**src/rtl/regfile_pkg.sv**
```systemverilog
// Shared definitions for the register-file dump/load sequencer: FSM states,
// stream direction constants and register-file port widths.
package regfile_pkg;

    typedef enum logic [2:0] {
        IDLE     = 3'd0,
        DUMP_RD  = 3'd1,
        DUMP_OUT = 3'd2,
        LOAD     = 3'd3,
        DONE     = 3'd4
    } state_t;

    localparam logic MODE_DUMP = 1'b0;
    localparam logic MODE_LOAD = 1'b1;

    localparam int unsigned REG_IDX_W  = 5;
    localparam int unsigned REG_DATA_W = 32;

endpackage

```
**src/rtl/regfile_dump_load.sv**
```systemverilog
// Walks register indices FIRST_REG..LAST_REG, either streaming register contents
// out (dump) or writing an incoming word stream into the register file (load).
//
// state    | meaning
// ---------+-----------------------------------------------------------
// IDLE     | waiting for start; all outputs quiet
// DUMP_RD  | read port addressed by idx; word captured into out_* at edge
// DUMP_OUT | out_valid high, captured word held until out_ready
// LOAD     | in_ready high; each beat queues one register write
// DONE     | one-cycle done pulse, then back to IDLE
module regfile_dump_load
    import regfile_pkg::*;
#(
    parameter int unsigned FIRST_REG = 1,
    parameter int unsigned LAST_REG  = 31
)
(
    input  logic                  clk,
    input  logic                  reset_n,
    input  logic                  start,
    input  logic                  mode,
    input  logic                  abort,
    output logic                  busy,
    output logic                  done,
    output logic [REG_IDX_W-1:0]  rf_read_addr,
    input  logic [REG_DATA_W-1:0] rf_read_data,
    output logic [REG_IDX_W-1:0]  rf_write_addr,
    output logic [REG_DATA_W-1:0] rf_write_data,
    output logic                  rf_reg_write,
    output logic                  out_valid,
    output logic [REG_DATA_W-1:0] out_data,
    output logic [REG_IDX_W-1:0]  out_index,
    output logic                  out_last,
    input  logic                  out_ready,
    input  logic                  in_valid,
    input  logic [REG_DATA_W-1:0] in_data,
    output logic                  in_ready
);

    localparam logic [REG_IDX_W-1:0] FIRST_IDX = REG_IDX_W'(FIRST_REG);
    localparam logic [REG_IDX_W-1:0] LAST_IDX  = REG_IDX_W'(LAST_REG);

    state_t                  r_state;
    state_t                  w_state_nxt;
    logic [REG_IDX_W-1:0]    r_idx;
    logic                    w_idx_last;
    logic                    w_launch;
    logic                    w_out_hs;
    logic                    w_in_beat;

    logic [REG_DATA_W-1:0]   r_out_data;
    logic [REG_IDX_W-1:0]    r_out_index;
    logic                    r_out_last;

    logic                    r_wr_en;
    logic [REG_IDX_W-1:0]    r_wr_addr;
    logic [REG_DATA_W-1:0]   r_wr_data;

    assign w_idx_last = (r_idx == LAST_IDX);
    assign w_launch   = (r_state == IDLE) && start && !abort;
    assign w_out_hs   = out_valid && out_ready;
    assign w_in_beat  = in_valid && in_ready;

    always_ff @(posedge clk or negedge reset_n) begin
        if (!reset_n) begin
            r_state <= IDLE;
        end else begin
            r_state <= w_state_nxt;
        end
    end

    // abort gates the handshakes, so no beat or word is accepted in its cycle
    always_comb begin
        w_state_nxt  = r_state;
        busy         = 1'b0;
        done         = 1'b0;
        out_valid    = 1'b0;
        in_ready     = 1'b0;
        rf_read_addr = '0;

        case (r_state)
            IDLE: begin
                if (start && !abort) begin
                    w_state_nxt = (mode == MODE_LOAD) ? LOAD : DUMP_RD;
                end
            end

            DUMP_RD: begin
                busy         = 1'b1;
                rf_read_addr = r_idx;
                w_state_nxt  = abort ? IDLE : DUMP_OUT;
            end

            DUMP_OUT: begin
                busy      = 1'b1;
                out_valid = !abort;
                if (abort) begin
                    w_state_nxt = IDLE;
                end else if (out_ready) begin
                    w_state_nxt = w_idx_last ? DONE : DUMP_RD;
                end
            end

            LOAD: begin
                busy     = 1'b1;
                in_ready = !abort;
                if (abort) begin
                    w_state_nxt = IDLE;
                end else if (in_valid && w_idx_last) begin
                    w_state_nxt = DONE;
                end
            end

            DONE: begin
                busy        = 1'b1;
                done        = !abort;
                w_state_nxt = IDLE;
            end

            default: begin
                w_state_nxt = IDLE;
            end
        endcase
    end

    always_ff @(posedge clk or negedge reset_n) begin
        if (!reset_n) begin
            r_idx <= FIRST_IDX;
        end else if (w_launch) begin
            r_idx <= FIRST_IDX;
        end else if ((w_out_hs || w_in_beat) && !w_idx_last) begin
            r_idx <= r_idx + 1'b1;
        end
    end

    always_ff @(posedge clk or negedge reset_n) begin
        if (!reset_n) begin
            r_out_data  <= '0;
            r_out_index <= '0;
            r_out_last  <= 1'b0;
        end else if (r_state == DUMP_RD) begin
            r_out_data  <= rf_read_data;
            r_out_index <= r_idx;
            r_out_last  <= w_idx_last;
        end
    end

    // Load writes are issued one cycle after the beat; an abort in that cycle
    // does not cancel the write, only reset does.
    always_ff @(posedge clk or negedge reset_n) begin
        if (!reset_n) begin
            r_wr_en   <= 1'b0;
            r_wr_addr <= '0;
            r_wr_data <= '0;
        end else begin
            r_wr_en <= w_in_beat;
            if (w_in_beat) begin
                r_wr_addr <= r_idx;
                r_wr_data <= in_data;
            end
        end
    end

    assign out_data      = r_out_data;
    assign out_index     = r_out_index;
    assign out_last      = r_out_last;
    assign rf_reg_write  = r_wr_en;
    assign rf_write_addr = r_wr_addr;
    assign rf_write_data = r_wr_data;

endmodule

```
**config.mk**
```make
export PLATFORM = sky130hd
export DESIGN_NAME = regfile_dump_load
export DESIGN_NICKNAME = d
export VERILOG_FILES = /design/src/rtl/regfile_pkg.sv /design/src/rtl/regfile_dump_load.sv
export SDC_FILE = /design/constraint.sdc
export NUM_CORES = 1
export LEC_CHECK = 0
export BUFFER_PORTS_ARGS = -buffer_cell sky130_fd_sc_hd__clkbuf_2
export CAP_MARGIN = 10
export CORE_MARGIN = 2
export CORE_UTILIZATION = 46
export DETAILED_ROUTE_END_ITERATION = 16
export HOLD_SLACK_MARGIN = 0.02
export PLACE_DENSITY_LB_ADDON = 0.05
export SKIP_LAST_GASP = 1
export SYNTH_ARGS = -nofsm -noshare
export SYNTH_HDL_FRONTEND = slang
export SYNTH_SLANG_ARGS = --single-unit
```
**constraint.sdc**
```tcl
create_clock -name clk -period 2.3 [get_ports clk]
set_input_delay 0.345 -clock clk [delete_from_list [all_inputs] [get_ports clk]]
set_output_delay 0.345 -clock clk [all_outputs]
set_load 0.1 [all_outputs]
```
==> metrics.md <==
| Metric | Value |
|---|---|
| Cts repair resizes | 0 |
| Num rows | 31 |
| Post-synthesis mux area share | 25.65% |
| Syn_nets | 297 |
| Slew @ Worst Pin | 0.5666 ns |
| Die Span Y | 89.67 um |
| Clock Sinks | 84 |
| Worst hold stages | 2 |
| Hold Fails Final Rpt | 0 |
| NumNets Final | 463 |
| RSZ-0062 raised after global routing | no |
| R2R Path End | r_idx[2] |
| CP Buf/Inv Count | 0 |
| Synth Area in XOR/XNOR | 0.2595% |
| Initial antenna violation count | 0 |
| Fin Hold WS | 0.2282 ns |
| Clock skew | 0.006852 ns |
| Flop-to-flop setup slack | 0.11 ns |
| WHS Endpoint | out_data[17] |
| Largest net degree at the start of global routing | 58 |
| Clock buffer depth | 2 |
| RD Place Congestion | 0.8094 |
| Status | finished clean |
| Total CTS buffers | 9 |
| Post-Synth Adder-Cell Area | 1.112% |
| Most frequent cells in the layout | clkbuf_2 (149), dfrtp_1 (83), mux2_2 (76), clkbuf_8 (10) |
| Synth Flop Type | dfrtp_1 |
| Hpwl dp | 5178 um |
| CP Capture Type | register |
| Crit path DAT | 2.46 ns |
| Initial Utilization | 47.04% |
| Cell Area, Placed | 0.004392 sq mm |
| Startpoint Class | register |
| Mean post-synth cell area | 15.14 sq um |
| Iteration-0 DRC count of the detailed router | 36 |
| Type of the worst setup path | register to register |
| EDFF count, synth | 0 |
| First-pass GRT wire length | 10350 um |
| I/O Pins | 156 |
| Post-route ant nets | 0 |
| CTS tree | done |
| Cell Area, Synth | 0.003376 sq mm |
| Die X | 89.67 um |
| Tcrit/Tclk final | 95.35% |
| DR vias/cell | 4.824 |
| CTS Root Cell | clkbuf_8 |
| Die area | 0.008040 sq mm |
| Post-Route WL | 7142 um |
| CP max FO | 6 |
| GRT Overall Usage | 17.11% |
| Area grow syn2layout | 37.95% |
| Slowest stage cell, crit path | or4b_4 |
| Slowest Stage Delay on Critical Path | 0.53 ns |
| Max-slew violations | 0 |
| Post-Synth Simple-Gate Area | 5.930% |
| Final Setup Violations | 0 |
| Hold Path Class | input pin to register |
| Worst Path Required | 2.56 ns |
| Post-DR wirelength/cell | 14.49 um |
| Worst skew pair latency | 0.34 ns |
| Vias | 2378 |
| Worst-path clk slew | 0.08 ns |
| DRC | 0 |
| Number of port buffers | 155 |
| Worst Reg-to-Reg Cells | 6 |
| Main combinational cell family by area after synthesis | multiplexers |
| Post-layout min period | 2.193 ns |
| Yosys cell types | 35 |
| Vias in the first global route | 2164 |
| Relative slew slack | 62.39% |
| Post-Synthesis Cells | 223 |
| Hold_sp | rf_read_data[17] |
| Finished Core Util | 64.90% |
| Worst R2R Start | r_idx[1] |
| CP Cell Sequence | ha_1 > and3_1 > ha_1 > or4b_4 > or4_1 > a21oi_1 |
| Sequential area share after synthesis | 62.31% |
| Layout fillers | 559 |
| Most common cell on crit path | ha_1 |
| Yosys warns | 0 |
| Post-route cell area | 0.004657 sq mm |
| TritonRoute pass-1 iters | 4 |
| Total congestion overflow | 0 |
| Inserted Diodes | 0 |
| H-tree Lvls | 3 |
| Fmax | 0.4560 GHz |
| Max_cap viols | 0 |
| Kind of cell adding the most delay to the critical path | simple AND/OR/NAND/NOR gates |
| Complex-gate fraction of the synthesized area | 2.409% |
| FFs w/ async S/R, synth | 100.0% |
| Core area | 0.007176 sq mm |
| Share of layout cells above drive strength 1 | 67.01% |
| Most common cell after layout, fill and taps aside | clkbuf_2 |
| Yosys reg bits | 84 |
-- repair_timing --
item | in CTS | in global routing
endpoints found under the setup margin | 5 | 0
hold endpoints to repair | 27 | 0
buffers inserted | 4 | 0
hold buffers | 1 | 0
-- state kept, by name (all words and copies together), names as in the netlist --
signal / count
rf_reg_write: 1
out_index: 5
r_state: 3
rf_write_addr: 5
rf_write_data: 32
out_data: 32
r_idx: 5
out_last: 1
-- cell type report --
cell class / count / area (sq um) / share of cell area, %
clock inverter: 5 / 83.83 / 1.800
clock buffer: 11 / 141.4 / 3.036
inverter: 3 / 11.26 / 0.2418
sequential: 84 / 2103 / 45.16
tap: 99 / 123.9 / 2.660
multi-input combinational: 125 / 1217 / 26.14
timing repair buffer: 166 / 975.9 / 20.96
-- Yosys cell counts (2+ instances only) --
cell type	number	area (sq um)
nor4b_1	2	17.52
mux2_2	76	855.8
dfrtp_1	83	2077
o21ai_0	3	15.01
ha_1	3	37.54
nand3_1	3	15.01
inv_1	3	11.26
nor2_1	3	11.26
and3_1	4	25.02
and2_1	5	31.28
buf_4	3	22.52
nand2_1	3	11.26
buf_2	6	30.03
a21oi_1	5	25.02
-- metal layers --
layer	part of all wire, %	wire length (um)	GRT usage, %	vias up
met4	1.9	136	8.141	0
li1	-	-	-	1126
met2	46	3311	26.40	112
met1	42	3008	22.06	1127
met3	9.6	685	5.302	13
met5	0	0	0	-
-- cells by family (layout without fill, tap and decap cells) --
| group | count (synthesis) | count (layout) |
|---|---|---|
| buffers and inverters | 14 | 185 |
| XOR/XNOR | 1 | 1 |
| adder cells (fa/ha/maj) | 3 | 3 |
| AO/OA/AOI/OAI | 13 | 13 |
| AND/OR/NAND/NOR | 31 | 31 |
| flip-flops | 84 | 84 |
| multiplexers | 77 | 77 |
-- worst max-delay path by stage --
stage | to | startpoint | slack [ns] | depth (start not counted)
after global placement | r_idx[2] | r_idx[1] | 0.17 | 6
after CTS | r_idx[2] | r_idx[1] | 0.11 | 6
final | r_idx[2] | r_idx[1] | 0.11 | 6
after detailed placement | r_idx[2] | r_idx[1] | 0.13 | 6
after global routing | r_idx[2] | r_idx[1] | 0.009 | 6
after floorplan | done | r_state[1] | -0.35 | 2
-- metrics by stage --
step                TNS, ns  setup WS (ns)  instances
global placement          0         0.1707        472
floorplan           -0.3515        -0.3515        223
global route              0       0.009246        493
CTS                       0         0.1115        493
detailed placement        0         0.1296        472
finish                    0         0.1070        493
Power is left out: the tool's default activity adds up to more than one toggle a clock period on the data nets, which glitch-free logic cannot reach.
